**src/rtl/timer_pkg.sv**
```systemverilog
// timer_pkg: register map, CTRL bit positions and run-state encoding for the interval timer.
package timer_pkg;

   localparam logic [2:0] ADDR_CTRL     = 3'd0;
   localparam logic [2:0] ADDR_STATUS   = 3'd1;
   localparam logic [2:0] ADDR_PERIOD   = 3'd2;
   localparam logic [2:0] ADDR_COUNT    = 3'd3;
   localparam logic [2:0] ADDR_PRESCALE = 3'd4;

   localparam int CTRL_START  = 0;
   localparam int CTRL_STOP   = 1;
   localparam int CTRL_CONT   = 2;
   localparam int CTRL_IRQ_EN = 3;

   typedef enum logic {IDLE, RUN} timer_state_t;

endpackage

```
**src/rtl/timer_prescaler.sv**
```systemverilog
// timer_prescaler: reloadable down-counter; ticks on the enabled cycle where it sits at zero.
module timer_prescaler #(
   parameter int W = 16
) (
   input  logic         clk,
   input  logic         rst,
   input  logic         load,
   input  logic         en,
   input  logic [W-1:0] reload,
   output logic         tick
);

   logic [W-1:0] cnt;

   assign tick = en && cnt == '0;

   always_ff @(posedge clk) begin
      if (rst)
         cnt <= '0;
      else if (load)
         cnt <= reload;
      else if (en)
         cnt <= tick ? reload : cnt - W'(1);
   end

endmodule

```
**src/rtl/avalon_timer_slave.sv**
```systemverilog
// avalon_timer_slave: Avalon-MM interval timer with one-shot/continuous modes,
// sticky timeout flag, level interrupt and a one-cycle timeout conduit pulse.
module avalon_timer_slave
   import timer_pkg::*;
#(
   parameter int          COUNT_W    = 32,
   parameter int          PRESC_W    = 16,
   parameter logic [31:0] PERIOD_RST = 32'd49999
) (
   input  logic        clk_clk,
   input  logic        reset_reset,
   input  logic [2:0]  avs_address,
   input  logic        avs_read,
   input  logic        avs_write,
   input  logic [31:0] avs_writedata,
   output logic [31:0] avs_readdata,
   output logic        avs_readdatavalid,
   output logic        irq,
   output logic        timeout_export
);

   timer_state_t       state;
   logic               cont, irq_en, to;
   logic [COUNT_W-1:0] period, count;
   logic [PRESC_W-1:0] prescale;
   logic               tick, wr_ctrl, wr_status, start, stop, expire;
   logic [31:0]        rdata;

   assign wr_ctrl   = avs_write && avs_address == ADDR_CTRL;
   assign wr_status = avs_write && avs_address == ADDR_STATUS;
   assign start     = wr_ctrl && avs_writedata[CTRL_START];
   assign stop      = wr_ctrl && avs_writedata[CTRL_STOP];
   // A START or STOP strobe pre-empts a tick landing in the same cycle.
   assign expire    = state == RUN && tick && count == '0 && !start && !stop;
   assign irq       = to && irq_en;

   timer_prescaler #(.W(PRESC_W)) u_presc (
      .clk    (clk_clk),
      .rst    (reset_reset),
      .load   (start),
      .en     (state == RUN),
      .reload (prescale),
      .tick   (tick)
   );

   always_comb begin
      rdata = avs_address == ADDR_CTRL     ? {28'b0, irq_en, cont, 2'b0} :
              avs_address == ADDR_STATUS   ? {30'b0, state == RUN, to} :
              avs_address == ADDR_PERIOD   ? 32'(period) :
              avs_address == ADDR_COUNT    ? 32'(count) :
              avs_address == ADDR_PRESCALE ? 32'(prescale) : 32'b0;
   end

   always_ff @(posedge clk_clk) begin
      if (reset_reset) begin
         state             <= IDLE;
         cont              <= 1'b0;
         irq_en            <= 1'b0;
         to                <= 1'b0;
         period            <= COUNT_W'(PERIOD_RST);
         prescale          <= '0;
         count             <= '0;
         timeout_export    <= 1'b0;
         avs_readdata      <= 32'b0;
         avs_readdatavalid <= 1'b0;
      end else begin
         avs_readdatavalid <= avs_read;
         if (avs_read)
            avs_readdata <= rdata;
         timeout_export <= expire;
         to <= expire || (to && !wr_status);
         if (wr_ctrl) begin
            cont   <= avs_writedata[CTRL_CONT];
            irq_en <= avs_writedata[CTRL_IRQ_EN];
         end
         if (avs_write && avs_address == ADDR_PERIOD)
            period <= avs_writedata[COUNT_W-1:0];
         if (avs_write && avs_address == ADDR_PRESCALE)
            prescale <= avs_writedata[PRESC_W-1:0];
         if (stop)
            state <= IDLE;
         else if (start) begin
            state <= RUN;
            count <= period;
         end else if (state == RUN && tick) begin
            if (count != '0)
               count <= count - COUNT_W'(1);
            else if (cont)
               count <= period;
            else
               state <= IDLE;
         end
      end
   end

endmodule

```
**config.mk**
```make
export PLATFORM = sky130hd
export DESIGN_NAME = avalon_timer_slave
export DESIGN_NICKNAME = d
export VERILOG_FILES = /design/src/rtl/timer_pkg.sv /design/src/rtl/timer_prescaler.sv /design/src/rtl/avalon_timer_slave.sv
export SDC_FILE = /design/constraint.sdc
export NUM_CORES = 1
export LEC_CHECK = 0
export CORE_ASPECT_RATIO = 0.7
export CORE_UTILIZATION = 40
export CTS_CLUSTER_SIZE = 14
export DETAILED_ROUTE_END_ITERATION = 7
export PLACE_DENSITY = 0.64
export SKIP_LAST_GASP = 1
export SLEW_MARGIN = 40
export SYNTH_ARGS = -nofsm -noshare
export SYNTH_HDL_FRONTEND = slang
export SYNTH_HIERARCHICAL = 1
export SYNTH_SLANG_ARGS = --single-unit
```
**constraint.sdc**
```tcl
create_clock -name clk_clk -period 3.2 [get_ports clk_clk]
set_input_delay 0.64 -clock clk_clk [delete_from_list [all_inputs] [get_ports clk_clk]]
set_output_delay 0.64 -clock clk_clk [all_outputs]
set_load 0.05 [all_outputs]
```
==> impl_metrics.csv <==
group,metric,value,unit
route,drt-pass1-iter-count,5,
clock_network,root_buffer,"clkbuf_16",
logic_synthesis,ys_ff_latch,134,
logic_synthesis,syn_inst,881,
cells_and_area,multi_input_area,3780,um^2
logic_synthesis,synth_compound_area_frac,0.238,
pwr,p_total,4.19,mW
logic_synthesis,synth_cell_types,63,
sta,hold_viol_final,0,
sta,setup_slack,0.219,ns
worst_hold_path,hold_class,"flip-flop to flip-flop",
setup_path,critPathKind,"flip-flop to flip-flop",
global_route,grt_max_degree,62,
pwr,p_per_area,497,nW/um^2
global_route,grt_pass1_wl,33300,um
floorplanning,die_h,111,um
placement,place_congestion,0.916,
clock_network,cts_tree,"built",
global_route,antenna_found_initial,0,
cells_and_area,syn_to_final_growth,24.1,%
setup_path,crit_slowest_cell,"or4_1",
floorplanning,die_w,158,um
logic_synthesis,synth_mux_area_frac,0.0398,
clock_network,cts-resized-gates,0,
logic_synthesis,yosysWarnings,6,
placement,portBuffers,73,
logic_synthesis,syn_nets,923,
pwr,leakage,3.10,nW
sta,slew_headroom,0.526,
route,drtAntennaViolNets,0,
outcome,status,"finished clean",
route,drc_errors,0,
cells_and_area,final_cell_mix,"nand2_1, dfxtp_1, a21oi_1",
floorplanning,rows,39,
logic_synthesis,syn_area,6790,um^2
clock_network,clk_pin_slew,0.06,ns
cells_and_area,final_common_cell,"nand2_1",
run,drv_cap,0,
setup_path,cp_common_cell,"or3_1",
logic_synthesis,synthAdderAreaFrac,0.00552,
global_route,grt_pass1_vias,6277,
floorplanning,ios,74,
logic_synthesis,ys.flop_type,"dfxtp_1",
sta,finalSetupTns,0,ns
sta,finClkSkew,0.00599,ns
logic_synthesis,synth_top_family_by_area,"simple AND/OR/NAND/NOR gates",
route,viasPerCell,5.77,
logic_synthesis,async_flop_share,0,
logic_synthesis,synth_edf_count,0,
placement,pre_cts_slack,0.209,ns
logic_synthesis,synthSimpleGateAreaFrac,0.268,
logic_synthesis,synth_xor_area_frac,0.00129,
route,avgRoutedWirePerCell,17.2,um
sta,fmax,335,MHz
sta,rsz0062_at_grt,"false",
logic_synthesis,synth_top_cell_area_share,0.395,
sta,final.min_clock_period,2.98,ns
logic_synthesis,ys_seq_area_frac,0.395,
clock_network,clk_latency,0.43,ns
cells_and_area,diodes,0,
clock_network,clock_sinks,134,
sta,setup_viol,0,
route,via_count,6826,
setup_path,cpLargestDelayFamily,"simple AND/OR/NAND/NOR gates",
clock_network,numCtsBuffers,17,
setup_path,path_cells,"or4_1 -> or3_1 -> or4_4 -> or3_1 -> o31a_1 -> o32ai_1",
clock_network,hold_buffers,0,
cells_and_area,drive_gt1_frac,0.102,
setup_path,max_stage_delay,0.65,ns
floorplanning,core,16400,um^2
sta,tightest_slew,0.711,ns
clock_network,post-cts-setup-buffers,0,
setup_path,worstPathMaxFanout,7,
logic_synthesis,avgSynthCellArea,7.71,um^2
pwr,peakVddDrop,0.000351,V
cells_and_area,nNetsFinal,986,
setup_path,crit_path_end_kind,"flip-flop",
logic_synthesis,synth_top_area_cell,"dfxtp_1",
clock_network,cts.path.max_buffers,2,
setup_path,cp_num_buf_inv,0,
global_route,grt.overflow.total,0,
global_route,grt_usage,0.243,
clock_network,cts-htree-levels,4,
setup_path,cp-start-kind,"flip-flop",
floorplanning,start_util,0.413,
route,drtIter0Drc,712,
route,drt_wl_total,20400,um
logic_synthesis,ys_top_cells_by_area,"dfxtp_1, a21oi_1, nand2_1",
setup_path,crit_required,3.54,ns
cells_and_area,nFillCells,1623,
sta,min_period_over_period,0.932,
setup_path,crit_arrival,3.32,ns
placement,place_hpwl,14000,um
sta,final-max-slew-violation-count,0,
floorplanning,die_area,17500,um^2
cells_and_area,seqCellArea,2680,um^2
## area by class of cell
cell class	instances	share of cell area
multi-input cells	656	0.448
inverters	28	0.0125
repair buffers	107	0.120
well taps	225	0.0334
clock inverters	13	0.0157
flip-flops and latches	134	0.318
clock buffers	19	0.0525
## kinds of logic (layout without fill, tap and decap cells)
kind of cell    Yosys count  count (layout)
buf+inv                  91             167
fa+ha+maj                 3               3
compound gates          265             265
xor+xnor                  1               1
simple gates            362             362
flops                   134             134
mux                      25              25
## where the power goes
group	internal [mW]	switching (mW)	total, mW	leakage (nW)
Combinational	0.214	0.309	0.522	1.73
Sequential	1.70	0.0371	1.74	1.08
Clock	1.16	0.770	1.93	0.286
## metal layers
| layer | vias up | track usage | wire length [um] | share of wire |
|---|---|---|---|---|
| li1 | 3315 | - | - | - |
| met1 | 3210 | 0.386 | 10600 | 0.52 |
| met2 | 278 | 0.321 | 7980 | 0.39 |
| met3 | 23 | 0.0579 | 1620 | 0.080 |
| met4 | 0 | 0.0531 | 146 | 0.0072 |
| met5 | - | 0 | 0 | 0 |
## synth_stat cells, drive strengths merged (4+ instances only)
| master | instances |
|---|---|
| nor2 | 48 |
| o32ai | 16 |
| buf | 6 |
| o21ai | 34 |
| and3 | 7 |
| nand4 | 12 |
| a21o | 9 |
| nor4 | 17 |
| nand2 | 142 |
| nor3b | 4 |
| nand2b | 16 |
| nor3 | 26 |
| a211oi | 10 |
| o22ai | 5 |
| clkbuf | 57 |
| o211ai | 16 |
| or4 | 9 |
| nor2b | 27 |
| a22oi | 7 |
| inv | 28 |
| a31oi | 9 |
| and2 | 7 |
| or3 | 15 |
| mux2i | 9 |
| nand3 | 24 |
| dfxtp | 134 |
| mux2 | 16 |
| a21oi | 129 |
## worst register-to-register path, cell delays in order, from the launching register on
cell	delay, ns
dfxtp_1	0.36
or4_1	0.65
or3_1	0.55
or4_4	0.61
or3_1	0.35
o31a_1	0.25
o32ai_1	0.12
## final timing paths
kind	slack (ns)	start	cells past startpoint	to
worst max register to register	0.22	count[14]	6	count[31]
worst min register to register	0.47	avs_readdata[9]	2	avs_readdata[9]
worst min-delay path	0.47	avs_readdata[9]	2	avs_readdata[9]
worst max-delay path	0.22	count[14]	6	count[31]
## state kept, by name, summed over array words and instances, names as in the netlist, 16 cells and up
name and flops:
period 32, avs_readdata 32, count 32, u_presc/cnt 16, prescale 16
## metrics by stage
| stage | hold WS (ns) | cell area (um^2) | std cells | util |
|---|---|---|---|---|
| finish | 0.468 | 8430 | 1182 | 0.513 |
| global route | 0.492 | 8430 | 1182 | 0.513 |
| detailed placement | 0.460 | 7850 | 1150 | 0.478 |
| CTS | 0.470 | 8430 | 1182 | 0.513 |
| floorplan | 0.442 | 6790 | 881 | - |
| global placement | 0.455 | 7850 | 1150 | 0.478 |
No activity file was read; power rests on OpenSTA's default activity.
